File: src/rtl/div_pkg.sv
// Shared types and elaboration helpers for the sequential restoring divider.
package div_pkg;

  typedef enum logic [1:0] {
    IDLE = 2'd0,
    RUN  = 2'd1,
    DONE = 2'd2
  } div_state_e;

  // Width of the iteration counter that must hold ITER-1 = N/S - 1.
  function automatic int cnt_width(input int n, input int s);
    int iter;
    if (s < 1) return 1;
    iter = n / s;
    return (iter <= 1) ? 1 : $clog2(iter);
  endfunction

  function automatic bit params_ok(input int n, input int s);
    return (n >= 2) && (s >= 1) && (s <= n) && ((n % s) == 0);
  endfunction

endpackage

File: src/rtl/div_step.sv
// One combinational restoring step: shift in a dividend bit, trial-subtract, select.
module div_step #(
  parameter int N = 16
) (
  input  logic [N-1:0] rem,
  input  logic         bit_in,
  input  logic [N-1:0] div,
  output logic [N-1:0] rem_next,
  output logic         q_bit
);

  logic [N-1:0] shifted_lo;
  logic [N-1:0] diff;
  logic         borrow_lo;

  // The shifted value is N+1 bits wide; its top bit is rem[N-1]. When that bit is
  // set the shifted value exceeds any N-bit divisor, so the subtraction cannot borrow.
  assign shifted_lo          = {rem[N-2:0], bit_in};
  assign {borrow_lo, diff}   = {1'b0, shifted_lo} - {1'b0, div};
  assign q_bit               = rem[N-1] | ~borrow_lo;
  assign rem_next            = q_bit ? diff : shifted_lo;

endmodule

File: src/rtl/div_seq.sv
// Iterative N-bit restoring divider, S quotient bits per clock, signed/unsigned per request.
module div_seq
  import div_pkg::*;
#(
  parameter int N = 16,
  parameter int S = 1
) (
  input  logic           clk,
  input  logic           rst_n,
  input  logic           in_valid,
  output logic           in_ready,
  input  logic           in_sgn,
  input  logic [N-1:0]   in_a,
  input  logic [N-1:0]   in_b,
  output logic           out_valid,
  input  logic           out_ready,
  output logic [N-1:0]   out_q,
  output logic [N-1:0]   out_r,
  output logic           out_dbz,
  output logic           out_ovf,
  output div_state_e     dbg_state
);

  // Handshakes: a transfer happens on a rising edge where valid and ready are both
  // high; in_ready is high only in IDLE, out_valid only in DONE.

  localparam int ITER = N / S;
  localparam int CW   = cnt_width(N, S);
  localparam logic [CW-1:0] CNT_LOAD = CW'(ITER - 1);
  localparam logic [N-1:0]  MOST_NEG = {1'b1, {(N-1){1'b0}}};

  if (!params_ok(N, S)) begin : g_bad_params
    $error("div_seq: N must be >= 2 and S must divide N evenly");
  end

  div_state_e    state;
  logic [CW-1:0] cnt;
  logic [N-1:0]  a_reg;
  logic [N-1:0]  b_reg;
  logic [N-1:0]  rem;
  logic          neg_q;
  logic          neg_r;
  logic          dbz_r;
  logic          ovf_r;

  logic          a_neg;
  logic          b_neg;
  logic          in_dbz;
  logic          in_ovf;
  logic [N-1:0]  a_mag;
  logic [N-1:0]  b_mag;
  logic [N-1:0]  q_raw;
  logic [N-1:0]  r_raw;
  logic [N-1:0]  q_fix;
  logic [N-1:0]  r_fix;

  assign a_neg  = in_sgn & in_a[N-1];
  assign b_neg  = in_sgn & in_b[N-1];
  assign a_mag  = a_neg ? -in_a : in_a;
  assign b_mag  = b_neg ? -in_b : in_b;
  assign in_dbz = (in_b == '0);
  assign in_ovf = in_sgn & (in_a == MOST_NEG) & (&in_b);

  // a_reg doubles as the dividend shift register and the quotient accumulator.
  for (genvar k = 0; k < S; k++) begin : g_step
    logic [N-1:0] a_i;
    logic [N-1:0] r_i;
    logic [N-1:0] a_o;
    logic [N-1:0] r_o;
    logic         qb;
    if (k == 0) begin : g_first
      assign a_i = a_reg;
      assign r_i = rem;
    end else begin : g_next
      assign a_i = g_step[k-1].a_o;
      assign r_i = g_step[k-1].r_o;
    end
    div_step #(.N(N)) u_step (
      .rem      (r_i),
      .bit_in   (a_i[N-1]),
      .div      (b_reg),
      .rem_next (r_o),
      .q_bit    (qb)
    );
    assign a_o = {a_i[N-2:0], qb};
  end

  assign q_raw = g_step[S-1].a_o;
  assign r_raw = g_step[S-1].r_o;
  assign q_fix = neg_q ? -q_raw : q_raw;
  assign r_fix = neg_r ? -r_raw : r_raw;

  assign dbg_state = state;

  always_ff @(posedge clk or negedge rst_n) begin
    if (!rst_n) begin
      state     <= IDLE;
      in_ready  <= 1'b1;
      out_valid <= 1'b0;
      out_q     <= '0;
      out_r     <= '0;
      out_dbz   <= 1'b0;
      out_ovf   <= 1'b0;
      cnt       <= '0;
      a_reg     <= '0;
      b_reg     <= '0;
      rem       <= '0;
      neg_q     <= 1'b0;
      neg_r     <= 1'b0;
      dbz_r     <= 1'b0;
      ovf_r     <= 1'b0;
    end else begin
      case (state)
        IDLE: begin
          if (in_valid) begin
            // A zero divisor runs on the raw dividend: restoring with b=0 yields
            // q = all ones and r = a naturally, so no sign fix-up is applied.
            a_reg    <= in_dbz ? in_a : a_mag;
            b_reg    <= b_mag;
            rem      <= '0;
            cnt      <= CNT_LOAD;
            neg_q    <= ~in_dbz & (a_neg ^ b_neg);
            neg_r    <= ~in_dbz & a_neg;
            dbz_r    <= in_dbz;
            ovf_r    <= in_ovf;
            in_ready <= 1'b0;
            state    <= RUN;
          end
        end
        RUN: begin
          a_reg <= q_raw;
          rem   <= r_raw;
          if (cnt == '0) begin
            out_q     <= q_fix;
            out_r     <= r_fix;
            out_dbz   <= dbz_r;
            out_ovf   <= ovf_r;
            out_valid <= 1'b1;
            state     <= DONE;
          end else begin
            cnt <= cnt - 1'b1;
          end
        end
        DONE: begin
          if (out_ready) begin
            out_valid <= 1'b0;
            in_ready  <= 1'b1;
            state     <= IDLE;
          end
        end
        default: state <= IDLE;
      endcase
    end
  end

endmodule

File: config.mk
export PLATFORM = sky130hd
export DESIGN_NAME = div_seq
export DESIGN_NICKNAME = d
export VERILOG_FILES = /design/src/rtl/div_pkg.sv /design/src/rtl/div_step.sv /design/src/rtl/div_seq.sv
export SDC_FILE = /design/constraint.sdc
export NUM_CORES = 1
export LEC_CHECK = 0
export BUFFER_PORTS_ARGS = -buffer_cell sky130_fd_sc_hd__clkbuf_2
export CORE_MARGIN = 5
export CORE_UTILIZATION = 50
export DETAILED_ROUTE_END_ITERATION = 8
export HOLD_SLACK_MARGIN = 0.02
export PLACE_DENSITY = 0.72
export SLEW_MARGIN = 15
export SYNTH_ARGS = -nofsm -noshare
export SYNTH_HDL_FRONTEND = slang
export SYNTH_SLANG_ARGS = --single-unit
File: constraint.sdc
create_clock -name clk -period 6.4 [get_ports clk]
set_input_delay 0.64 -clock clk [delete_from_list [all_inputs] [get_ports clk]]
set_output_delay 0.64 -clock clk [all_outputs]
set_load 0.01 [all_outputs]
== After elaboration in Yosys (flattened, before gate mapping) ==
Index checks and enable logic that the tools add are counted.
Cells by class
  add/subtract/negate cells: 6
  $mul: 0
  divide/modulo/power cells: 0
  $lt $le $gt $ge: 0
  equal/unequal tests: 7
  shifts and indexed selects: 0
  mux-type cells: 23
  bitwise operators: 10
  reductions and logical operators: 14
Operators by type and width (number)
  16-bit 2-to-1 mux: 8
  16-bit negator: 4
  16-bit case mux with 2 select lines: 2
  16-bit by 16-bit subtractor with 17-bit output: 1
  16-bit == test (second input constant): 1
  16-bit zero test: 1
  16-bit AND reduction: 1
  3-bit AND reduction: 4
  4-bit 2-to-1 mux: 2
  2-bit inequality test (second input constant): 4
  4-bit case mux with 2 select lines: 1
  1-bit bitwise AND: 6
  2-bit 2-to-1 mux: 3
  2-bit case mux with 3 select lines: 1
  2-bit AND reduction: 3
  2-bit nonzero test: 3
  4-bit zero test: 1
  1-bit 2-to-1 mux: 4
  1-bit case mux with 2 select lines: 2
  4-bit by 1-bit subtractor with 4-bit output (second input constant): 1
  2-bit by 1-bit == test with 1-bit output (second input constant): 1
  2-bit == test (second input constant): 1
  2-bit zero test: 1
  1-bit inverter: 2
  2 further kinds: 2
Storage, ports and cells
  register bits: 94
  latch bits: 0
  RAM bits: 0
  ROM bits: 0
  input port bits: 37
  output and inout bits: 38
  word-level logic and storage cells: 75
  memories kept: 0

== Logic depth before layout (Yosys ltp) ==
  depth in word-level cells: 6
  mapped depth: 19
  gate-level depth less buffers: 17

== Hierarchy ==
From an unflattened synthesis, not the netlist that was laid out.
Second synthesis, totals
  cells, all modules: 655
  area total of the unflattened synthesis: 5926.9 µm²
Modules (own cells, without submodules)
  div_seq: instances 1, cells an instance 511, area an instance 4839.6 µm², sequential area each 2353.5 µm²
  div_step: instances 1, cells an instance 144, area an instance 1087.3 µm², sequential area each 0.0 µm²

== Least setup slack after synthesis ==
OpenSTA, ideal clock, no wires.
  path type: register to register
  from: register a_reg[15]
  to: register out_r[14]
  library setup time: 0.076 ns
  arrival: 3.642 ns
  data required time: 6.324 ns
  path slack: 2.682 ns
  cell stages (with the launch flop): 19
  path buffers: 2
  period minus slack after synthesis: 3.718 ns
  cell sequence: dfrtp_1 inv_1 ha_1 fa_1 nand2b_1 a21oi_2 o2111ai_4 a41oi_4 inv_2 buf_2 buf_2 a21oi_1 ha_1 inv_1 o31a_1 nor3b_1 a41oi_1 xor2_1 o21ai_1
On the way
  word-level cells in the longest chain between the ends: 6
RTL lines
  start, declared: line div_seq.sv:38  | logic [N-1:0] a_reg;
  start signal, assigned: line div_seq.sv:118  | a_reg <= in_dbz ? in_a : a_mag;
  start signal, assigned: line div_seq.sv:131  | a_reg <= q_raw;
  16-bit by 16-bit subtractor with 17-bit output: line div_step.sv:19  | assign {borrow_lo, diff} = {1'b0, shifted_lo} - {1'b0, div};
  1-bit inverter: line div_step.sv:20  | assign q_bit = rem[N-1] | ~borrow_lo;
  1-bit OR: line div_step.sv:20
  16-bit 2-to-1 mux (*): line div_step.sv:21  | assign rem_next = q_bit ? diff : shifted_lo;
  16-bit negator: line div_seq.sv:91  | assign r_fix = neg_r ? -r_raw : r_raw;
  16-bit 2-to-1 mux (*): line div_seq.sv:91
  end signal, assigned: line div_seq.sv:135  | out_r <= r_fix;
  end, declared: line div_seq.sv:18  | output logic [N-1:0] out_r,
Every way passes the cells marked *; elsewhere a longest branch is shown, timed or not.
A chain may end at the register's enable or synchronous reset.

== Worst setup path in the final report ==
Same ends and word-level chain as after synthesis.

==> results.tsv <==
stage	metric	value	unit
yosys	synth.ff_latch_count	94	
sta	period_share	68.6	%
yosys	yosys-top-cells-count	99 x o21ai_0, 93 x dfrtp_1, 85 x nand2_1	
critical_path	startpoint	a_reg[15]	
clock_tree	clkTransAtPathRegs	0.07	ns
global_route	gr-usage-all-layers	20.6	%
yosys	synth_edf_count	0	
routing	routed_wl	14.5	mm
sta	rsz0062_at_grt	no	
routing	drc	0	
clock_tree	max-clock-path-buffers	2	
critical_path	arrival	4.64	ns
outcome	status	finished clean	
placed_design	globalplace.congestion	0.896	
floorplanning	die_x	120	microns
finish	antenna_cells	0	
clock_tree	h-tree-depth	3	
sta	tightest_slew	1.05	ns
yosys	postSynthCellCount	701	
sta	maxSlewHeadroom	29.8	%
critical_path	worstSetupPathType	register to register	
global_route	grt_overflow	0	
critical_path	cp-start-kind	register	
routing	ant_nets	0	
critical_path	slowest_delay	0.55	ns
yosys	syn-num-nets	761	
routing	vias	5310	
worst_hold_path	min_path_type	primary input to async pin	
placed_design	io_buffers	74	
yosys	syn_area_per_cell	8.62	sq um
sta	slew_violations	0	
critical_path	cp.required	6.65	ns
critical_path	r2r-start	a_reg[15]	
clock_tree	numCtsBuffers	9	
yosys	yosysTopAreaCellShare	38.5	%
yosys	yosysMostFrequentCell	o21ai_0	
routing	viasPerCell	5.85	
routing	first_iter_violations	406	
sta	finalSetupViolations	0	
clock_tree	cts_tree	built	
floorplanning	die_h	120	microns
job	maxCapViolCount	0	
yosys	ys_seq_area_share	39.0	%
yosys	async_flop_share	100	%
global_route	grt_pass1_wl	24.2	mm
sta	min_period	4.39	ns
clock_tree	ctsHoldBuffers	0	
yosys	yosysTopAreaCell	dfrtp_1	
yosys	yosys-top-cells-area	dfrtp_1 39%, o21ai_0 8.2%, xnor2_1 5.5%	
yosys	yosysWarnings	0	
finish	fin_nets	816	
floorplanning	start_util	50.7	%
global_route	grt_pass1_vias	4953	
critical_path	slowest_stage	a41oi_4	
finish	area_growth	11.6	%
clock_tree	clk_latency	0.34	ns
floorplanning	ios	75	
global_route	antenna_found_initial	0	
sta	hold_viol	0	
clock_tree	cts_setup_buffers	0	
sta	fmax	228	MHz
routing	drt-wirelength-per-cell	16.0	microns
finish	drive_above_1_share	15.2	%
critical_path	cp_max_fo	28	
yosys	post_synth_num_cell_types	69	
sta	tns	0	ns
global_route	grt_max_degree	77	
placed_design	dp_hpwl	11.1	mm
floorplanning	coreArea	11900	sq um
yosys	synth-main-ff-cell	dfrtp_1	
clock_tree	root_buffer	clkbuf_16	
critical_path	cp_cell_sequence	inv_1 > ha_1 > fa_1 > nand2b_1 > a21oi_2 > o2111ai_4 > a41oi_4 > inv_2 > a21oi_1 > ha_1 > inv_1 > o31a_1 > nor3b_1 > a41oi_1 > xor2_1 > o21ai_1	
critical_path	r2r_cells	16	
critical_path	endpoint_kind	register	
yosys	synth_area	6040	sq um
floorplanning	num_rows	40	
routing	dr.pass1.iters	5	
floorplanning	dieArea	14400	sq um
clock_tree	cts_resized	0	
clock_tree	cts_sinks	94	
sta	finClkSkew	0.00674	ns
-- critical path: cells and delay by family, from the launching register on --
| family | cells | cell delay [ns] |
|---|---|---|
| AO/OA/AOI/OAI | 7 | 1.87 |
| XOR/XNOR | 1 | 0.18 |
| adder cells (fa/ha/maj) | 3 | 0.90 |
| buffers and inverters | 3 | 0.50 |
| flip-flops | 1 | 0.39 |
| AND/OR/NAND/NOR | 2 | 0.43 |
-- cell families (layout without fill, tap and decap cells) --
logic type | Yosys count | after routing | share of synthesized area [%]
buffers and inverters | 70 | 130 | 4.97
xor gates and xnor gates | 64 | 64 | 9.28
and+or+nand+nor | 221 | 221 | 17.3
AOI/OAI and AO/OA | 216 | 216 | 22.3
muxes | 13 | 13 | 2.28
DFF | 94 | 94 | 39.0
adders and majority gates | 23 | 23 | 4.89
-- metal layers --
layer,share of wire (%),vias up,global-route usage (%)
li1,-,2607,-
met1,49,2550,29.5
met2,45,145,32.8
met3,5.3,8,3.72
met4,0.90,0,4.51
met5,0,-,0
-- area by class of cell --
| class | count | area, sq um |
|---|---|---|
| Fill cell | 1099 | 5170 |
| Inverter | 37 | 139 |
| Timing Repair Buffer | 77 | 395 |
| Sequential cell | 94 | 2350 |
| Clock inverter | 5 | 33.8 |
| Multi-Input combinational cell | 537 | 3390 |
| Clock buffer | 11 | 243 |
| Tap cell | 147 | 184 |
-- worst paths after layout --
kind	slack (ns)	to
worst max-delay path	2.01	out_r[14]
worst min-delay path	0.15	dbz_r
worst max register to register	2.01	out_r[14]
worst min register to register	0.48	out_r[1]
max in group asynchronous	5.05	g_step[0].r_i[3]
min in group clk	0.48	out_r[1]
-- per-stage QoR --
step | hold WS [ns] | utilization [%] | setup WS (ns) | area, sq um | cells
floorplan | 0.344 | - | 2.68 | 6040 | 701
global placement | 0.460 | 54.2 | 2.23 | 6460 | 892
detailed placement | 0.471 | 54.2 | 2.07 | 6460 | 892
CTS | 0.158 | 56.6 | 2.06 | 6740 | 908
global route | 0.168 | 56.6 | 1.69 | 6740 | 908
finish | 0.148 | 56.6 | 2.01 | 6740 | 908
-- layout by cell type, fill, tap and decap left out, types with 16 or more instances in the layout --
cell type	synthesis	routed
a22oi_1	16	16
xnor2_1	38	38
ha_1	22	22
dfrtp_1	93	93
o21ai_0	99	99
nand3_1	25	25
clkbuf_2	0	73
a21oi_1	39	39
nor2_1	38	38
nand2_1	85	84
inv_1	36	36
nor3_1	18	18
xor2_1	26	26
Power is left out: the tool's default activity adds up to more than one toggle a clock period on the data nets, which glitch-free logic cannot reach.
